File: src/rtl/clock_divider_pkg.sv
// Shared definitions for the clock divider controller: FSM states,
// the smallest legal divisor and the high-phase length helper.
package clock_divider_pkg;

    typedef enum logic [1:0] {
        ST_IDLE     = 2'd0,
        ST_RUN      = 2'd1,
        ST_STOPPING = 2'd2
    } state_e;

    // Divisors below this are rejected with cfg_err.
    localparam int MIN_DIV = 2;

    // Number of clk cycles the divided clock stays high: ceil(n/2).
    // Computed one bit wider than the operand so n = all-ones cannot overflow.
    // Divisors up to 32 bits are supported; narrower ones are zero-extended.
    function automatic logic [32:0] high_phase_len(input logic [31:0] n);
        return ({1'b0, n} + 33'd1) >> 1;
    endfunction

endpackage

File: src/rtl/clock_divider_ctrl_div_counter.sv
// Period counter for the clock divider. Counts 0..div-1 while running,
// flags the terminal count, and produces registered clk_out/tick that are
// aligned with the counter value of the same cycle.
module div_counter #(
    parameter int WIDTH = 16
) (
    input  logic             clk,
    input  logic             rst,
    input  logic [WIDTH-1:0] div_i,       // divisor in force this cycle
    input  logic [WIDTH-1:0] div_next_i,  // divisor in force next cycle
    input  logic             run_i,       // block is running next cycle
    input  logic             restart_i,   // next cycle is the first of a fresh run
    output logic             terminal_o,  // counter is at div-1 this cycle
    output logic             clk_out_o,
    output logic             tick_o
);
    import clock_divider_pkg::*;

    logic [WIDTH-1:0] cnt_q;
    logic [WIDTH-1:0] cnt_d;
    logic             clk_out_q;
    logic             tick_q;
    logic [32:0]      half_len;

    // div_i is always >= 2, so div_i-1 never underflows.
    assign terminal_o = (cnt_q == div_i - WIDTH'(1));

    // The output decode uses the divisor of the *next* cycle so a new
    // divisor shapes its very first period correctly.
    assign half_len = high_phase_len(32'(div_next_i));

    // Next counter value: hold at 0 when stopped or starting, wrap at terminal.
    always_comb begin
        cnt_d = '0;
        if (run_i && !restart_i && !terminal_o) begin
            cnt_d = cnt_q + WIDTH'(1);
        end
    end

    // Counter and registered output decode.
    always_ff @(posedge clk or posedge rst) begin
        if (rst) begin
            cnt_q     <= '0;
            clk_out_q <= 1'b0;
            tick_q    <= 1'b0;
        end else begin
            cnt_q     <= cnt_d;
            clk_out_q <= run_i && (33'(cnt_d) < half_len);
            tick_q    <= run_i && (cnt_d == div_next_i - WIDTH'(1));
        end
    end

    assign clk_out_o = clk_out_q;
    assign tick_o    = tick_q;

endmodule

File: src/rtl/clock_divider_ctrl.sv
// Run-time clock divider controller: start/stop sequencing that never
// truncates a period, and a load/ack divisor handshake whose new value only
// takes effect on a period boundary (or immediately while idle).
module clock_divider_ctrl #(
    parameter int WIDTH       = 16,
    parameter int DEFAULT_DIV = 4
) (
    input  logic             clk,
    input  logic             rst,
    input  logic             enable,
    input  logic [WIDTH-1:0] div_value,
    input  logic             div_load,
    output logic             div_ack,
    output logic             cfg_err,
    output logic             pending,
    output logic             clk_out,
    output logic             tick,
    output logic             running
);
    import clock_divider_pkg::*;

    state_e           state_q;
    logic             running_q;
    logic [WIDTH-1:0] div_q,  div_d;
    logic [WIDTH-1:0] pend_q, pend_d;
    logic             pending_q, pending_d;
    logic             ack_q, ack_d;
    logic             err_q;

    logic is_idle;
    logic load_valid;
    logic terminal;
    logic stop_now;
    logic run_next;

    assign is_idle    = (state_q == ST_IDLE);
    assign load_valid = div_load && (div_value >= WIDTH'(MIN_DIV));
    // Stop only at the end of a period with enable low at that edge; a low
    // enable sampled exactly on the last cycle ends the current period there.
    assign stop_now   = !is_idle && terminal && !enable;
    assign run_next   = is_idle ? enable : !stop_now;

    // Divisor / pending / ack next-state. While idle a request (fresh or
    // left over from the last period) is applied at once; while running it
    // is parked and swapped in at the period-end edge. A load sampled on
    // that same edge is parked for the following boundary.
    always_comb begin
        div_d     = div_q;
        pend_d    = pend_q;
        pending_d = pending_q;
        ack_d     = 1'b0;
        if (is_idle) begin
            pending_d = 1'b0;
            if (load_valid) begin
                div_d = div_value;
                ack_d = 1'b1;
            end else if (pending_q) begin
                div_d = pend_q;
                ack_d = 1'b1;
            end
        end else begin
            if (terminal && pending_q) begin
                div_d     = pend_q;
                ack_d     = 1'b1;
                pending_d = 1'b0;
            end
            if (load_valid) begin
                pend_d    = div_value;
                pending_d = 1'b1;
            end
        end
    end

    // Run/stop FSM with a registered running flag.
    always_ff @(posedge clk or posedge rst) begin
        if (rst) begin
            state_q   <= ST_IDLE;
            running_q <= 1'b0;
        end else begin
            case (state_q)
                ST_IDLE: begin
                    if (enable) state_q <= ST_RUN;
                end
                ST_RUN: begin
                    if (terminal && !enable) state_q <= ST_IDLE;
                    else if (!enable)        state_q <= ST_STOPPING;
                end
                ST_STOPPING: begin
                    if (enable)        state_q <= ST_RUN;
                    else if (terminal) state_q <= ST_IDLE;
                end
                default: state_q <= ST_IDLE;
            endcase
            running_q <= run_next;
        end
    end

    // Divisor, parked request and one-cycle status pulses.
    always_ff @(posedge clk or posedge rst) begin
        if (rst) begin
            div_q     <= WIDTH'(DEFAULT_DIV);
            pend_q    <= '0;
            pending_q <= 1'b0;
            ack_q     <= 1'b0;
            err_q     <= 1'b0;
        end else begin
            div_q     <= div_d;
            pend_q    <= pend_d;
            pending_q <= pending_d;
            ack_q     <= ack_d;
            err_q     <= div_load && !load_valid;
        end
    end

    div_counter #(
        .WIDTH(WIDTH)
    ) u_counter (
        .clk        (clk),
        .rst        (rst),
        .div_i      (div_q),
        .div_next_i (div_d),
        .run_i      (run_next),
        .restart_i  (is_idle),
        .terminal_o (terminal),
        .clk_out_o  (clk_out),
        .tick_o     (tick)
    );

    assign div_ack = ack_q;
    assign cfg_err = err_q;
    assign pending = pending_q;
    assign running = running_q;

endmodule

File: config.mk
export PLATFORM = sky130hd
export DESIGN_NAME = clock_divider_ctrl
export DESIGN_NICKNAME = d
export VERILOG_FILES = /design/src/rtl/clock_divider_pkg.sv /design/src/rtl/clock_divider_ctrl_div_counter.sv /design/src/rtl/clock_divider_ctrl.sv
export SDC_FILE = /design/constraint.sdc
export NUM_CORES = 1
export LEC_CHECK = 0
export ABC_AREA = 1
export CORE_ASPECT_RATIO = 0.5
export CORE_UTILIZATION = 35
export DETAILED_ROUTE_END_ITERATION = 12
export GPL_TIMING_DRIVEN = 1
export PLACE_DENSITY = 0.49
export SLEW_MARGIN = 25
export SYNTH_ARGS = -nofsm -noshare
export SYNTH_HDL_FRONTEND = slang
export SYNTH_SLANG_ARGS = --single-unit
File: constraint.sdc
create_clock -name clk -period 4.35 [get_ports clk]
set_clock_uncertainty 0.15 [all_clocks]
set_input_delay 0.87 -clock clk [delete_from_list [all_inputs] [get_ports clk]]
set_output_delay 0.87 -clock clk [all_outputs]
set_load 0.005 [all_outputs]
==> results.cfg, run 1 <==
[timing]
rsz0062_at_grt = true
hold_violations = 0
fmax_ghz = 0.233
final_max_slew_viol_count = 0
fin_crit_sh_pct = 98.7
slew_headroom_pct = 45.8
setup_viol = 0
worst_pin_slew_ps = 812
fin_crit_ps = 4290

[cells_and_area]
n_fill_cell = 1502
diodes = 0
fin_util_pct = 48.4
drive_gt1_share_pct = 27.1
syn2layout_area_growth_pct = 32.6
stdcell_count = 1148
nets = 987

[synthesis]
ys_warn_count = 0
ys_ff_latch = 56
netlist_area_mm2 = 0.00537
synth_edf_count = 0
syn_nets = 865
netlist_instances = 827
synth_ff_type = dfrtp_1
synth.avg_cell_area_um2 = 6.49
async_reset_ff_share_pct = 100
synth_cell_types = 43
synth_seq_area_share_pct = 26.1

[detailed_routing]
route.detailed.drc = 0
routedWlPerCell_um = 15.7
drtPass1Iterations = 6
vias_per_cell = 4.96
vias = 5698
drt_first_iter_violations = 466
wl_mm = 18.0
ant_nets = 0

[critical_path]
crit_fanout = 6
arrival_ps = 4370
startpoint_type = input port
worstPathRequired_ps = 4420
r2r_slack_ps = 70
critPathKind = in2reg
cp-end-kind = flip-flop

[floorplanning]
die-area_mm2 = 0.0159
die_x_um = 177
fp-row-count = 31
core_area_mm2 = 0.0147
die_y_um = 89.6
start_util_pct = 36.5
num_io_pins = 26

[pwr]
peakVddDrop_mv = 0.172
power_density_mw_per_mm2 = 361
p_clk_share_pct = 21.6
power.switching_w = 0.00110
seqPwrFrac_pct = 26.9
p_leak_nw = 3.56
internal_power_w = 0.00148
swShare_pct = 42.7
comb_power_share_pct = 51.5

[global_routing]
grt_pass1_vias = 5221
use_met1_pct = 35.5
grt_util_all_layers_pct = 23.6
grt_use_met2_pct = 35.5
grt_busiest_layer = met1
grt_util_met3_pct = 4.00
grt_max_degree = 42
overflow = 0
grt_pass1_wl_mm = 28.2
grt_antenna_before_repair = 0

[placement]
gp_congestion = 0.918
dp.cells = 1112
port_buffers = 25
place_hpwl_mm = 14.3

[job]
cap_viol_max_count = 0

[clocking]
cts.clk_slew.worst_paths_ps = 80
cts_tree = done
cts_max_level = 2
numCtsBuffers = 5
clockRootBuffer = clkbuf_16
clock_latency_ps = 310
cts_sinks = 56
ctsLongestPathBuffers = 2

[worst_hold_path]
hold_class = reg2reg

[run_status]
status = finished, final reports clean
==> per-stage QoR <==
| step | setup slack (ps) | hold WS [ps] | cell area (um^2) | TNS (ps) | total power [W] |
|---|---|---|---|---|---|
| floorplan | 196 | 284 | 5370 | 0 | 0.00143 |
| global placement | -607 | 305 | 6380 | -781 | 0.00186 |
| detailed placement | -588 | 310 | 6380 | -704 | 0.00187 |
| CTS | 5.03 | 327 | 6760 | 0 | 0.00249 |
| global route | -188 | 363 | 7120 | -188 | 0.00277 |
| finish | 56.5 | 327 | 7120 | 0 | 0.00257 |
==> critical path, stage by stage <==
cell and delay (ps):
dlygate4sd2_1 250, nor3_2 290, nand4_1 250, nand2_2 170, buf_4 160, o21ai_0 110, or2_4 260, nand2_4 100
nand3_4 90, nor3_4 150, buf_4 130, buf_4 120, nand4_1 150, xor2_1 200, ha_1 320, a21oi_2 160
nor2_2 60, a211oi_2 190, o211ai_1 120, a41oi_1 190
==> metal layers <==
layer / up-vias / share of wire (%)
li1: 2903 / -
met1: 2669 / 54
met2: 116 / 41
met3: 10 / 4.6
met4: 0 / 0.72
met5: - / 0
==> sequential cells by signal, indices dropped and copies added (netlist names) <==
register / count
running: 1
u_counter.tick_o: 1
pend_q: 16
state_q: 2
u_counter.cnt_q: 16
u_counter.clk_out_o: 1
div_ack: 1
cfg_err: 1
pending: 1
div_q: 16
==> kinds of logic after synthesis <==
| kind of cell | synth area share, % |
|---|---|
| and+or+nand+nor | 45.0 |
| AOI/OAI and AO/OA | 7.78 |
| adders and majority gates | 4.19 |
| buffers and inverters | 9.51 |
| muxes | 2.31 |
| xor gates and xnor gates | 5.06 |
| DFF | 26.1 |
==> power groups by stage <==
stage / sequential (W) / combinational (W) / clock, W
5_1_grt: 0.000706 / 0.00147 / 0.000585
4_1_cts: 0.000684 / 0.00123 / 0.000567
6_report: 0.000691 / 0.00133 / 0.000556
2_1_floorplan: 0.000660 / 0.000770 / 0
3_3_place_gp: 0.000691 / 0.00117 / 0
3_5_place_dp: 0.000692 / 0.00118 / 0
==> area by class of cell <==
class                   count  area [um^2]  area share, %
inverters                 102          384           5.40
well taps                 198          248           3.48
repair buffers            139         1160           16.2
clock inverters             3         68.8          0.967
multi-input cells         645         3730           52.3
flip-flops and latches     56         1410           19.8
clock buffers               5          125           1.76
==> cell usage after synthesis, types with 13 or more instances <==
library cell / instances / share of area [%]
a21oi_1: 15 / 1.4
ha_1: 18 / 4.2
xor2_1: 18 / 2.9
nand2_1: 251 / 18
nand2_2: 13 / 1.5
o211ai_1: 13 / 1.8
dfrtp_1: 55 / 26
nor2_1: 88 / 6.2
xnor2_1: 13 / 2.1
inv_1: 97 / 6.8
nand4_1: 22 / 2.6
o21ai_0: 35 / 3.3
nand3_1: 74 / 6.9
==> cells in the final DEF (no fill, tap or decap), drive strengths merged, types with 6 or more instances in the layout <==
master         netlist  layout
buf                 13     116
inv                100     100
o21ai               36      36
nand3               82      82
ha                  18      18
mux2                11      11
nand2              269     269
dfrtp               55      55
a21oi               15      15
nand4               23      23
dlygate4sd2          0       7
nor3                10      10
or2                 11      11
clkdlybuf4s15        0       6
xnor2               13      13
o211ai              13      13
xor2                18      18
clkdlybuf4s50        0      10
nor2               107     107
==> timing repair <==
| item | 4_1_cts | 5_1_grt |
|---|---|---|
| pin swaps | 27 | 44 |
| setup buffers | 10 | 18 |
| hold buffers | 0 | 0 |
| setup endpoints to repair | 1 | 1 |
| resized for setup | 64 | 56 |
==> path summary, 6_finish.rpt <==
kind                                   start  cells after the start                  end
min in group asynchronous                rst                      2           pend_q[14]
worst min register to register    state_q[0]                      1           state_q[0]
worst max-delay path            div_value[3]                     20  u_counter.clk_out_o
worst max register to register      div_q[1]                     27  u_counter.clk_out_o
max in group asynchronous                rst                      3             div_q[1]
worst min-delay path              state_q[0]                      1           state_q[0]
No activity file was read; power rests on OpenSTA's default activity.
==> run 2, diff against run 1 <==
--- a/config.mk
+++ b/config.mk
@@ -14,4 +14,5 @@
 export SLEW_MARGIN = 25
 export SYNTH_ARGS = -nofsm -noshare
 export SYNTH_HDL_FRONTEND = slang
+export SYNTH_HIERARCHICAL = 1
 export SYNTH_SLANG_ARGS = --single-unit
==> run 2 against run 1 <==
Effect of this change:
- critical path type is now reg2reg
- utilization shrank 1.6 points
- register-to-register slack got worse by 20 ps
- clock power fell by 22%
- largest power group unchanged
- first-iteration DRC count decreased by 7.5%
- non-clock buffer count is 45 lower
- synthesized cell count down 13%
- wire length is 21% lower
==> results.cfg, run 2 <==
[timing]
final_max_slew_viol_count = 0
fin_crit_sh_pct = 99.0
worst_pin_slew_ps = 769
fin_crit_ps = 4300
rsz0062_at_grt = true
hold_violations = 0
fmax_ghz = 0.232
timing.hold.ws_ps = 358
setup_viol = 0
slew_headroom_pct = 48.7

[pwr]
peakVddDrop_mv = 0.260
report.power.total_w = 0.00211
p_leak_nw = 3.16
power_density_mw_per_mm2 = 345

[global_routing]
grt_max_degree = 39
overflow = 0
grt_pass1_vias = 4205
grt_util_all_layers_pct = 20.6
grt_pass1_wl_mm = 22.8
grt_antenna_before_repair = 0

[placement]
port_buffers = 25
place_hpwl_mm = 11.1
gp_congestion = 0.873
dp.cells = 945

[clocking]
ctsLongestPathBuffers = 2
cts.clk_slew.worst_paths_ps = 80
numCtsBuffers = 5
clockRootBuffer = clkbuf_16
cts_tree = done
cts_sinks = 56
cts_max_level = 2
clock_latency_ps = 300

[critical_path]
slowest_stage = dfstp_2
critPathTopFamily = simple AND/OR/NAND/NOR gates
cp_num_buf_inv = 6
worstPathRequired_ps = 4440
crit_path_max_incr_delay_ps = 610
arrival_ps = 4390
startpoint_type = flip-flop
r2r_slack_ps = 50
cp-end-kind = flip-flop
crit_fanout = 6
critPathKind = reg2reg

[detailed_routing]
vias = 4670
route.detailed.drc = 0
vias_per_cell = 4.82
drtPass1Iterations = 5
wl_mm = 14.2
drt_first_iter_violations = 431
ant_nets = 0
routedWlPerCell_um = 14.6

[floorplanning]
start_util_pct = 36.9
die_x_um = 168
num_io_pins = 26
die-area_mm2 = 0.0142
fp-row-count = 29
die_y_um = 84.9
core_area_mm2 = 0.0130

[worst_hold_path]
hold_class = reg2reg

[cells_and_area]
n_fill_cell = 1333
syn2layout_area_growth_pct = 26.8
multi_input_area_mm2 = 0.00313
layout_common_cells = nand2_1 (176), inv_1 (96), nor2_1 (75)
nets = 837
top_regs = div_q x16, pend_q x16, u_counter/cnt_q x16
stdcell_count = 969
regArea_mm2 = 0.00141
final_common_cell = nand2_1
drive_gt1_share_pct = 20.4
diodes = 0

[synthesis]
ys_warn_count = 6
synth_cell_types = 40
netlist_area_mm2 = 0.00481
syn_nets = 757
yosys.area_share.simple_pct = 35.3
synth.most_common_cell = nand2_1
synth.avg_cell_area_um2 = 6.70
netlist_top_cells_area = dfrtp_1 (29%), nand2_1 (15%), inv_1 (8.0%), nor2_1 (6.7%), nand3_1 (6.3%)
synth_commonest_cells = nand2_1 (190), inv_1 (103), nor2_1 (86)
synth_top_area_share_pct = 28.6
synthXorXnorAreaFrac_pct = 9.28
netlist_instances = 718
muxShareOfSynthArea_pct = 2.50
synth_fa_ha_area_share_pct = 4.94
synth_compound_area_share_pct = 7.46
yosys.area.top_type = dfrtp_1
synth_ff_type = dfrtp_1
synth_edf_count = 0
synth_top_family_by_area = simple AND/OR/NAND/NOR gates
synth_seq_area_share_pct = 29.2
async_reset_ff_share_pct = 100
ys_ff_latch = 56

[run_status]
status = finished, final reports clean

[job]
cap_viol_max_count = 0
==> run 2: cell types whose count changed in the layout (fill, tap and decap cells not counted), moves of 12 or more <==
cell / previous run / this run
o21ai_0: 32 / 10
o211ai_1: 13 / 1
nand3_1: 70 / 56
clkdlybuf4s50_1: 10 / 25
nand2_1: 235 / 176
xor2_1: 18 / 32
buf_4: 102 / 63
o21ai_1: 3 / 19
nand2_2: 26 / 12
mux2i_1: 0 / 12
==> run 2: cell families after synthesis <==
group / Yosys count
AO/OA/AOI/OAI: 64
multiplexers: 12
AND/OR/NAND/NOR: 388
flip-flops: 56
XOR/XNOR: 51
adder cells (fa/ha/maj): 19
buffers and inverters: 128
==> run 2: worst min-delay path: stages, from the launching register on <==
cell and delay (ps):
dfrtp_1 350, nand2_1 50, o21ai_1 70
==> run 2: where the power goes <==
group	leakage (nW)	switching (W)	internal [W]	total, W
clock network	0.0702	0.000215	0.000216	0.000431
registers	0.704	0.0000935	0.000592	0.000686
logic	2.38	0.000579	0.000410	0.000989
total	3.16	0.000887	0.00122	0.00211
==> run 2: worst paths after layout <==
check	startpoint	end	cells past startpoint
max	div_q[2]	u_counter/clk_out_o	33
min	pend_q[7]	pend_q[7]	2
max reg2reg	div_q[2]	u_counter/clk_out_o	33
min reg2reg	pend_q[7]	pend_q[7]	2
max in group asynchronous	rst	u_counter/cnt_q[3]	2
min in group asynchronous	rst	div_q[13]	3
==> run 2: repair_timing <==
action                                  in CTS  in global routing
setup buffers                                0                 16
cloned                                       0                  0
hold buffers                                 0                  0
resized for setup                            1                 78
endpoints found under the setup margin       1                  2
pin swaps                                    0                 36
==> run 2: final cells by class <==
class | instances | share of cell area (%)
Tap cell | 170 | 3.49
Clock buffer | 5 | 2.05
Clock inverter | 3 | 0.349
Timing Repair Buffer | 94 | 13.1
Sequential cell | 56 | 23.1
Inverter | 107 | 6.67
Multi-Input combinational cell | 534 | 51.3
==> run 2: per-stage QoR <==
stage / setup slack [ps] / area [um^2] / utilization (%) / setup TNS [ps]
finish: 45.1 / 6100 / 46.8 / 0
global route: -237 / 6100 / 46.8 / -391
CTS: 22.5 / 5700 / 43.8 / 0
detailed placement: -2.75 / 5550 / 42.6 / -2.75
global placement: -7.69 / 5550 / 42.6 / -7.69
floorplan: 20.7 / 4820 / - / 0
==> run 2: metal layers <==
metal  GRT usage [%]  part of all wire, %  vias to the layer above
li1                -                    -                     2422
met1            34.7                   57                     2120
met3            3.08                  5.8                        4
met5               0                    0                        -
met2            27.1                   37                      124
met4            2.42                 0.66                        0
==> run 3, diff against run 2 <==
--- a/config.mk
+++ b/config.mk
@@ -10,6 +10,7 @@
 export CORE_UTILIZATION = 35
 export DETAILED_ROUTE_END_ITERATION = 12
 export GPL_TIMING_DRIVEN = 1
+export MAX_ROUTING_LAYER = met4
 export PLACE_DENSITY = 0.49
 export SLEW_MARGIN = 25
 export SYNTH_ARGS = -nofsm -noshare
==> run 3 against run 2 <==
Effect of this change:
- via count is 0.13% lower
- critical endpoint unchanged
- utilization fell by 0.096 points
- cell area down 0.21%
- cell count did not move
- wire length hardly changed
- largest power group unchanged
- highest routed layer unchanged
- total power about the same
- sequential power hardly changed
- worst setup slack improved by 3.5 ps
==> results.cfg, run 3 (synthesized netlist as in run 2, its figures left out) <==
[critical_path]
slowest_stage = dfstp_2
startpoint_type = flip-flop
cp-endpoint = u_counter/clk_out_o
cp-end-kind = flip-flop
r2r_slack_ps = 50
startpoint = div_q[2]
rr_startpoint = div_q[2]
crit_fanout = 6
crit_path_max_incr_delay_ps = 610
critPathKind = reg2reg
r2r_end = u_counter/clk_out_o
arrival_ps = 4390
r2r_cells = 33
worstPathRequired_ps = 4440

[pwr]
comb_power_share_pct = 46.8
seqPwrFrac_pct = 32.6
peakVddDrop_mv = 0.262
internal_power_w = 0.00122
power.switching_w = 0.000889
power_density_mw_per_mm2 = 346
swShare_pct = 42.2
p_clk_share_pct = 20.6
p_leak_nw = 3.16
report.power.total_w = 0.00211

[global_routing]
grt_use_met2_pct = 27.2
grt_busiest_layer = met1
grt_pass1_vias = 4216
overflow = 0
grt_util_met3_pct = 3.03
grt_max_degree = 39
grt_pass1_wl_mm = 22.8
use_met1_pct = 34.6
grt_antenna_before_repair = 0
grt_util_all_layers_pct = 21.3

[worst_hold_path]
hold_class = reg2reg

[timing]
fmax_ghz = 0.232
setup_tns_ps = 0
setup_viol = 0
fin_ws_ps = 48.6
fin_crit_ps = 4300
final_max_slew_viol_count = 0
worst_pin_slew_ps = 773
rsz0062_at_grt = true
slew_headroom_pct = 48.4
fin_crit_sh_pct = 98.9
hold_violations = 0

[floorplanning]
die-area_mm2 = 0.0142
die_x_um = 168
start_util_pct = 36.9
core_area_mm2 = 0.0130
die_y_um = 84.9
fp-row-count = 29
num_io_pins = 26

[cells_and_area]
stdcell_count = 969
diodes = 0
final_common_cell = nand2_1
layout_common_cells = nand2_1 (178), inv_1 (96), nor2_1 (76)
drive_gt1_share_pct = 19.8
n_fill_cell = 1332
nets = 837
syn2layout_area_growth_pct = 26.5
top_regs = div_q x16, pend_q x16, u_counter/cnt_q x16

[placement]
dp.cells = 945
port_buffers = 25
gp_congestion = 0.887
place_hpwl_mm = 11.1
pre_cts_ws_ps = -2.75

[clocking]
numCtsBuffers = 5
cts_tree = done
clock_latency_ps = 300
cts_max_level = 2
cts_sinks = 56
cts.clk_slew.worst_paths_ps = 80
cts_hold_buf = 0
clockRootBuffer = clkbuf_16
ctsLongestPathBuffers = 2

[detailed_routing]
routedWlPerCell_um = 14.6
drt_first_iter_violations = 369
drtPass1Iterations = 5
route.detailed.drc = 0
ant_nets = 0
vias = 4664
wl_mm = 14.2
vias_per_cell = 4.81

[job]
cap_viol_max_count = 0

[run_status]
status = finished, final reports clean
-- run 3: cell counts in the layout (fill, tap and decap cells not counted) --
No cell type changed its count.
-- run 3: cell type report --
| cell class | count | area (um^2) | share of cell area, % |
|---|---|---|---|
| flip-flops and latches | 56 | 1410 | 23.1 |
| clock inverters | 3 | 21.3 | 0.350 |
| repair buffers | 94 | 792 | 13.0 |
| clock buffers | 5 | 125 | 2.06 |
| well taps | 170 | 213 | 3.50 |
| multi-input cells | 534 | 3120 | 51.3 |
| inverters | 107 | 409 | 6.72 |
-- run 3: worst min-delay path by stage --
stage	startpoint	to	slack [ps]	cells past startpoint
3_3_place_gp	pend_q[5]	pend_q[5]	330	2
4_1_cts	pend_q[7]	pend_q[7]	360	2
6_report	pend_q[7]	pend_q[7]	360	2
5_1_grt	pend_q[7]	pend_q[7]	380	2
3_5_place_dp	pend_q[7]	pend_q[7]	340	2
2_1_floorplan	pend_q[10]	pend_q[10]	310	2
-- run 3: per-layer routing --
metal  up-vias  part of all wire, %
met5         -                    0
met1      2112                   57
met4         0                 0.67
met3         4                  5.5
met2       120                   36
li1       2428                    -
-- run 3: critical path, delay by kind of cell, from the launching register on --
family / cells / cell delay (ps)
DFF: 1 / 610
buffers and inverters: 6 / 520
adders and majority gates: 1 / 250
AOI/OAI and AO/OA: 4 / 500
and+or+nand+nor: 21 / 2080
xor gates and xnor gates: 1 / 120
-- run 3: through the flow --
| stage | utilization [%] | hold WS (ps) | cell area [um^2] |
|---|---|---|---|
| detailed placement | 42.6 | 341 | 5550 |
| floorplan | - | 309 | 4820 |
| global route | 46.7 | 384 | 6090 |
| finish | 46.7 | 359 | 6090 |
| global placement | 42.6 | 326 | 5550 |
| CTS | 43.8 | 361 | 5700 |
-- run 3: timing repair --
action / in CTS / in global routing
gates resized for setup: 1 / 73
endpoints found under the setup margin: 1 / 2
setup buffers: 0 / 16
pin swaps: 0 / 36
-- run 3: power by group through the flow --
stage          clock network (W)  registers (W)  logic (W)
6_report                0.000434       0.000687   0.000987
2_1_floorplan                  0       0.000659   0.000594
5_1_grt                 0.000468       0.000696    0.00111
4_1_cts                 0.000444       0.000671   0.000882
3_5_place_dp                   0       0.000681   0.000877
3_3_place_gp                   0       0.000679   0.000874
